==> src/rtl/block_mux_pipe_if.sv <==
// Valid/ready channel bundle for block_mux_pipe: packed input channels and
// select on the upstream side, one selected word and its index downstream.
interface block_mux_pipe_if #(
  parameter  int SEL_WIDTH  = 2,
  parameter  int DATA_WIDTH = 8,
  localparam int N_CH       = 1 << SEL_WIDTH
);
  logic [N_CH*DATA_WIDTH-1:0] I;
  logic [SEL_WIDTH-1:0]       I_sel;
  logic                       i_valid;
  logic                       o_ready;
  logic [DATA_WIDTH-1:0]      o;
  logic [SEL_WIDTH-1:0]       o_sel;
  logic                       o_valid;
  logic                       i_ready;

  // Traffic source/sink side (drives channels and consumes the result).
  modport master (
    output I, I_sel, i_valid, i_ready,
    input  o_ready, o, o_sel, o_valid
  );

  // Multiplexer side.
  modport slave (
    input  I, I_sel, i_valid, i_ready,
    output o_ready, o, o_sel, o_valid
  );
endinterface

==> src/rtl/block_mux_pipe.sv <==
// Pipelined N-to-1 multiplexer tree. Each tree level halves the word count
// using one select bit (LSB first) and is followed by a register stage, so a
// word needs SEL_WIDTH cycles to reach the output. Every stage carries its
// own valid bit; a stage may load whenever it is empty or the stage after it
// advances, which squeezes bubbles out under backpressure.
module block_mux_pipe #(
  parameter  int SEL_WIDTH  = 2,
  parameter  int DATA_WIDTH = 8,
  localparam int N_CH       = 1 << SEL_WIDTH
) (
  input  logic              clk,
  input  logic              rst,
  block_mux_pipe_if.slave   bus
);

  // Word offset of tree level k inside the flat tree vector. Level 0 is the
  // raw input (N_CH words), level k holds N_CH >> k words.
  function automatic int lvl_off(input int k);
    int s;
    s = 0;
    for (int m = 0; m < k; m++) s += N_CH >> m;
    return s;
  endfunction

  localparam int TREE_W  = (2 * N_CH - 1) * DATA_WIDTH;
  localparam int OUT_OFF = lvl_off(SEL_WIDTH) * DATA_WIDTH;

  // All tree levels packed back to back; level 0 comes straight from I.
  logic [TREE_W-1:0]    tree;
  logic [SEL_WIDTH-1:0] lvl_sel [SEL_WIDTH+1];
  logic                 lvl_v   [SEL_WIDTH+1];
  // adv[k]: stage k may load this cycle; adv[SEL_WIDTH+1] is the sink.
  logic                 adv     [1:SEL_WIDTH+1];

  assign tree[0 +: N_CH*DATA_WIDTH] = bus.I;
  assign lvl_sel[0]                 = bus.I_sel;
  assign lvl_v[0]                   = bus.i_valid;
  assign adv[SEL_WIDTH+1]           = bus.i_ready;

  assign bus.o_ready = adv[1];
  assign bus.o       = tree[OUT_OFF +: DATA_WIDTH];
  assign bus.o_sel   = lvl_sel[SEL_WIDTH];
  assign bus.o_valid = lvl_v[SEL_WIDTH];

  for (genvar k = 1; k <= SEL_WIDTH; k++) begin : g_stage
    localparam int WORDS  = N_CH >> k;
    localparam int IN_OFF = lvl_off(k - 1) * DATA_WIDTH;
    localparam int Q_OFF  = lvl_off(k) * DATA_WIDTH;

    logic [WORDS*DATA_WIDTH-1:0] words_d;
    logic [WORDS*DATA_WIDTH-1:0] words_q;
    logic [SEL_WIDTH-1:0]        sel_q;
    logic                        v_q;

    // 2:1 reduction of the previous level, steered by select bit k-1.
    always_comb begin
      words_d = '0;
      for (int j = 0; j < WORDS; j++) begin
        words_d[j*DATA_WIDTH +: DATA_WIDTH] = lvl_sel[k-1][k-1]
          ? tree[IN_OFF + (2*j+1)*DATA_WIDTH +: DATA_WIDTH]
          : tree[IN_OFF + (2*j)*DATA_WIDTH   +: DATA_WIDTH];
      end
    end

    // Stage register: valid follows upstream on advance; payload loads only
    // with a real word so the output holds its last value across bubbles.
    always_ff @(posedge clk or posedge rst) begin
      if (rst) begin
        // NOTE: payload is reset too, so o and o_sel read 0 after reset
        // rather than stale data; it is a handful of flops, not a RAM.
        v_q     <= 1'b0;
        words_q <= '0;
        sel_q   <= '0;
      end else if (adv[k]) begin
        // NOTE: non-blocking so every stage samples its predecessor's value
        // from before this edge; blocking would collapse the pipeline.
        v_q <= lvl_v[k-1];
        if (lvl_v[k-1]) begin
          words_q <= words_d;
          sel_q   <= lvl_sel[k-1];
        end
      end
    end

    assign adv[k]                        = !v_q || adv[k+1];
    assign tree[Q_OFF +: WORDS*DATA_WIDTH] = words_q;
    assign lvl_sel[k]                    = sel_q;
    assign lvl_v[k]                      = v_q;
  end

endmodule

==> src/flat_wrapper.sv <==
// flat-port wrapper written by rule: the top's interface ports become plain ports
module block_mux_pipe_flat 
#(
  parameter  int SEL_WIDTH  = 2,
  parameter  int DATA_WIDTH = 8,
  localparam int N_CH       = 1 << SEL_WIDTH
)
  (clk, rst, bus_I, bus_I_sel, bus_i_valid, bus_i_ready, bus_o_ready, bus_o, bus_o_sel, bus_o_valid);
  block_mux_pipe_if #(.SEL_WIDTH(SEL_WIDTH), .DATA_WIDTH(DATA_WIDTH)) bus_i ();
  input  logic clk;
  input  logic rst;
  input wire logic [$bits(bus_i.I)-1:0] bus_I;
  input wire logic [$bits(bus_i.I_sel)-1:0] bus_I_sel;
  input wire logic [$bits(bus_i.i_valid)-1:0] bus_i_valid;
  input wire logic [$bits(bus_i.i_ready)-1:0] bus_i_ready;
  output wire logic [$bits(bus_i.o_ready)-1:0] bus_o_ready;
  output wire logic [$bits(bus_i.o)-1:0] bus_o;
  output wire logic [$bits(bus_i.o_sel)-1:0] bus_o_sel;
  output wire logic [$bits(bus_i.o_valid)-1:0] bus_o_valid;
  assign bus_i.I = bus_I;
  assign bus_i.I_sel = bus_I_sel;
  assign bus_i.i_valid = bus_i_valid;
  assign bus_i.i_ready = bus_i_ready;
  assign bus_o_ready = bus_i.o_ready;
  assign bus_o = bus_i.o;
  assign bus_o_sel = bus_i.o_sel;
  assign bus_o_valid = bus_i.o_valid;
  block_mux_pipe #(.SEL_WIDTH(SEL_WIDTH), .DATA_WIDTH(DATA_WIDTH)) u_core (.clk(clk), .rst(rst), .bus(bus_i));
endmodule
==> config.mk <==
export PLATFORM = sky130hd
export DESIGN_NAME = block_mux_pipe_flat
export DESIGN_NICKNAME = d
export VERILOG_FILES = /design/src/rtl/block_mux_pipe_if.sv /design/src/rtl/block_mux_pipe.sv /design/src/flat_wrapper.sv
export SDC_FILE = /design/constraint.sdc
export NUM_CORES = 1
export LEC_CHECK = 0
export CAP_MARGIN = 20
export CORE_ASPECT_RATIO = 0.75
export CORE_MARGIN = 4
export CORE_UTILIZATION = 25
export DETAILED_ROUTE_END_ITERATION = 7
export PLACE_DENSITY = 0.48
export SKIP_LAST_GASP = 1
export SLEW_MARGIN = 15
export SYNTH_ARGS = -nofsm -noshare
export SYNTH_HDL_FRONTEND = slang
export SYNTH_SLANG_ARGS = --single-unit
export TNS_END_PERCENT = 1
==> constraint.sdc <==
create_clock -name clk -period 1.9 [get_ports clk]
set_input_delay 0.38 -clock clk [delete_from_list [all_inputs] [get_ports clk]]
set_output_delay 0.38 -clock clk [all_outputs]
set_load 0.05 [all_outputs]
# Word-level counts from Yosys, hierarchy flattened
# Index checks and enable logic that the tools add are counted.
dict set report totals {
  regBits 30
  word_cells 15
}
dict set report op_classes {
  muxes 3
  n_reduce_logical 6
}
# cell count
set ops {}
lappend ops {{$mux W8} 3}
lappend ops {{$reduce_and A2 Y1} 2}
lappend ops {{$logic_not A1 Y1} 2}
lappend ops {{$logic_or A1 B1 Y1} 2}

# Longest topological paths before layout
dict set report depth {
  depth_word 4
  ltp_mapped 5
  ltp_nobuf 3
}

# Worst setup path before layout
# OpenSTA, ideal clock, no wires.
dict set report synth_timing {
  path_kind {register to output}
  from {register u_core.g_stage[2].v_q, in the netlist u_core.bus.o_valid}
  to {output port bus_o_ready}
  t_arrival_ns 1.089
  path_slack_ns 0.431
  stages_incl_launch_ff 3
  path_buffers 1
  cell_sequence {dfrtp_1 nand3b_4 buf_6}
}
dict set report synth_via {
  elab_chain_len 3
}
# item line
set synth_rtl {}
lappend synth_rtl {{start, declared} block_mux_pipe.sv:53} ;# logic v_q;
lappend synth_rtl {{start signal, assigned} block_mux_pipe.sv:77} ;# v_q <= lvl_v[k-1];
lappend synth_rtl {{$logic_not A1 Y1} block_mux_pipe.sv:85} ;# assign adv[k] = !v_q || adv[k+1];
lappend synth_rtl {{$logic_or A1 B1 Y1 (2 in a row)} block_mux_pipe.sv:85}
lappend synth_rtl {{end, declared} flat_wrapper.sv:16} ;# output wire logic [$bits(bus_i.o_ready)-1:0] bus_o_ready;
# Every way passes these cells.

# Worst setup path in the final report
dict set report layout_timing {
  from {register u_core.g_stage[2].sel_q[0], in the netlist u_core.bus.o_sel[0]}
  to {output port bus_o_sel[0]}
}
# item line
set layout_rtl {}
lappend layout_rtl {{start, declared} block_mux_pipe.sv:52} ;# logic [SEL_WIDTH-1:0] sel_q;
lappend layout_rtl {{start signal, assigned} block_mux_pipe.sv:80} ;# sel_q <= lvl_sel[k-1];
lappend layout_rtl {{end, declared} flat_wrapper.sv:18} ;# output wire logic [$bits(bus_i.o_sel)-1:0] bus_o_sel;
# No word-level cell between the ends.

==> results.cfg <==
[route]
ant_nets = 0
routedWlPerCell_um = 14.5
routed_wl_um = 3640
num_vias = 1158
drt-pass1-iter-count = 4
viasPerCell = 4.60
drtIter0Drc = 45
drc = 0

[logic_synthesis]
synthCells = 127
syn_area_um2 = 1480
ys_warn_count = 0
ys_seq_area_share_pct = 50.8
postSynthAreaPerCell_um2 = 11.6
synth_seq_cells = 30
syn_nets = 165
yosysUniqueCellTypes = 15

[clock_tree]
clkTransAtPathRegs_ns = 0.06
cts_resized = 0
cts_hold_buffers = 0
cts_root_buf = clkbuf_8
htree_levels = 2
clk_latency_ns = 0.28
cts_tree = done
cts_buffers = 5
cts_setup_buffers = 0
clockBufferDepth = 2
clock_sinks = 30

[global_route]
grt_start_max_net_pins = 34
grt_pass1_wl_um = 5820
antenna_found_initial = 0
grt_overflow = 0
grt_use_total_pct = 10.6
grt_pass1_vias = 1145

[floorplanning]
die-area_um2 = 7220
placementRows = 23
core_um2 = 5530
start_util_pct = 26.8
die_w_um = 96.8
die_h_um = 74.6
boundaryPins = 50

[setup_path]
path_class = register to primary output
critPathSlowestCell = clkdlybuf4s50_1
crit_fanout = 2
reg2reg_slack_ns = 0.66
cp_top_family = buffers and inverters
setup.worst_path.start = u_core.bus.o_sel[0]
crit_required_ns = 1.52
rr_startpoint = u_core.g_stage[1].sel_q[1]
start_kind = register
cp.arrival_ns = 1.41
r2r_end = u_core.bus.o[1]
cp-end-kind = primary output
crit_chain = clkdlybuf4s50_1
critical-path-max-stage-delay_ns = 0.80
cp_num_buf_inv = 1
r2r_cells = 2

[final_layout]
areaGrowthSynthToFinish_pct = 40.8
drive_gt1_share_pct = 16.9
nNetsFinal = 215
layout_common_cells = clkdlybuf4s50_1, dfrtp_1, mux2i_1, a21oi_1, a31oi_1
fin_cells = 252
diodes = 0
layout_commonest_cell = clkdlybuf4s50_1

[sta]
min_period_over_period_pct = 94.2
period_needed_ns = 1.79
relSlewSlack_pct = 65.8
hold_viol_final = 0
rsz0062_at_grt = no
worst_slew_pin_slew_ns = 0.512
setup_tns_ns = 0
max_freq_mhz = 559
setup_viol = 0
drv_slew = 0
skew_ns = 0.00431

[pwr]
p_int_mw = 1.28
combinationalPowerShare_pct = 33.5
p_seq_share_pct = 42.5
finalPower_mw = 1.96
p_sw_mw = 0.682
peakVddDrop_mv = 0.244
cellPowerDensity_nw_per_um2 = 942
p_leak_nw = 0.878
swShare_pct = 34.8
clockPowerShare_pct = 24.0

[place]
port_buffers = 49
dp.cells = 245
gp_congestion = 0.703
dp_hpwl_um = 2820

[worst_hold_path]
hold_path_class = primary input to asynchronous set/reset pin

[status]
status = finished clean

[run]
max_cap_violations = 0
-- worst reg2reg max path, stage by stage (launching register included) --
cell	delay [ns]
dfrtp_1	0.66
mux2i_1	0.33
a31oi_1	0.12
-- final cells by class --
| cell class | count | area (um2) |
|---|---|---|
| Sequential cell | 30 | 751 |
| Clock buffer | 7 | 76.3 |
| Inverter | 1 | 3.75 |
| Tap cell | 75 | 93.8 |
| Multi-Input combinational cell | 82 | 609 |
| Fill cell | 547 | 3440 |
| Timing Repair Buffer | 57 | 548 |
-- sequential cells by signal, summed over array words and instances (netlist names) --
signal	flops
u_core.bus.o_valid	1
u_core.bus.o	8
u_core.g_stage.v_q	1
u_core.g_stage.sel_q	2
u_core.g_stage.words_q	16
u_core.bus.o_sel	2
-- per-layer routing --
layer | GRT usage (%) | vias up | wire [um]
li1 | - | 574 | -
met3 | 4.91 | 8 | 303
met5 | 0 | - | 0
met1 | 13.4 | 536 | 1730
met4 | 4.21 | 0 | 51
met2 | 15.8 | 40 | 1560
-- logic make-up (layout without fill, tap and decap cells) --
kind of cell	after synthesis	in the layout	share of synthesized area, %
flip-flops	30	30	50.8
AO/OA/AOI/OAI	48	48	18.3
multiplexers	28	28	19.3
buffers and inverters	15	65	8.04
AND/OR/NAND/NOR	6	6	3.64
-- power by group through the flow --
stage                     Combinational [mW]  Sequential [mW]  Clock [mW]
after floorplan                        0.253             1.02           0
after global placement                 0.655            0.840           0
final                                  0.657            0.834       0.470
after detailed placement               0.666            0.847           0
after CTS                              0.666            0.837       0.488
after global routing                   0.707            0.851       0.517
-- synthesized netlist by cell type --
cell type,n,area share (%)
mux2_2,4,3.0
nand3b_4,1,1.4
inv_1,1,0.25
nand2_1,1,0.25
clkbuf_2,1,0.34
nand2b_1,3,1.3
dfrtp_1,30,51
buf_2,4,1.4
clkbuf_1,1,0.25
buf_6,7,5.3
mux2i_1,24,16
buf_4,1,0.51
a21oi_1,24,8.1
nand2_4,1,0.76
a31oi_1,24,10
-- metrics by stage --
stage	utilization, %	instance area, um2	hold slack (ns)	setup WS [ns]
2_1_floorplan	-	1480	0.471	0.431
3_3_place_gp	36.3	2010	0.488	0.278
3_5_place_dp	36.3	2010	0.492	0.247
4_1_cts	37.7	2080	0.504	0.0906
5_1_grt	37.7	2080	0.528	0.0635
6_report	37.7	2080	0.487	0.110
-- how the worst max path moves through the flow --
stage / end / slack (ns) / depth (start not counted)
after floorplan: bus_o_ready / 0.43 / 2
after global placement: u_core.g_stage[1].words_q[1] / 0.28 / 5
after detailed placement: u_core.g_stage[1].words_q[1] / 0.25 / 5
after CTS: bus_o_sel[0] / 0.09 / 1
after global routing: bus_o_sel[0] / 0.06 / 1
final: bus_o_sel[0] / 0.11 / 1
(Power assumes the default switching activity.)
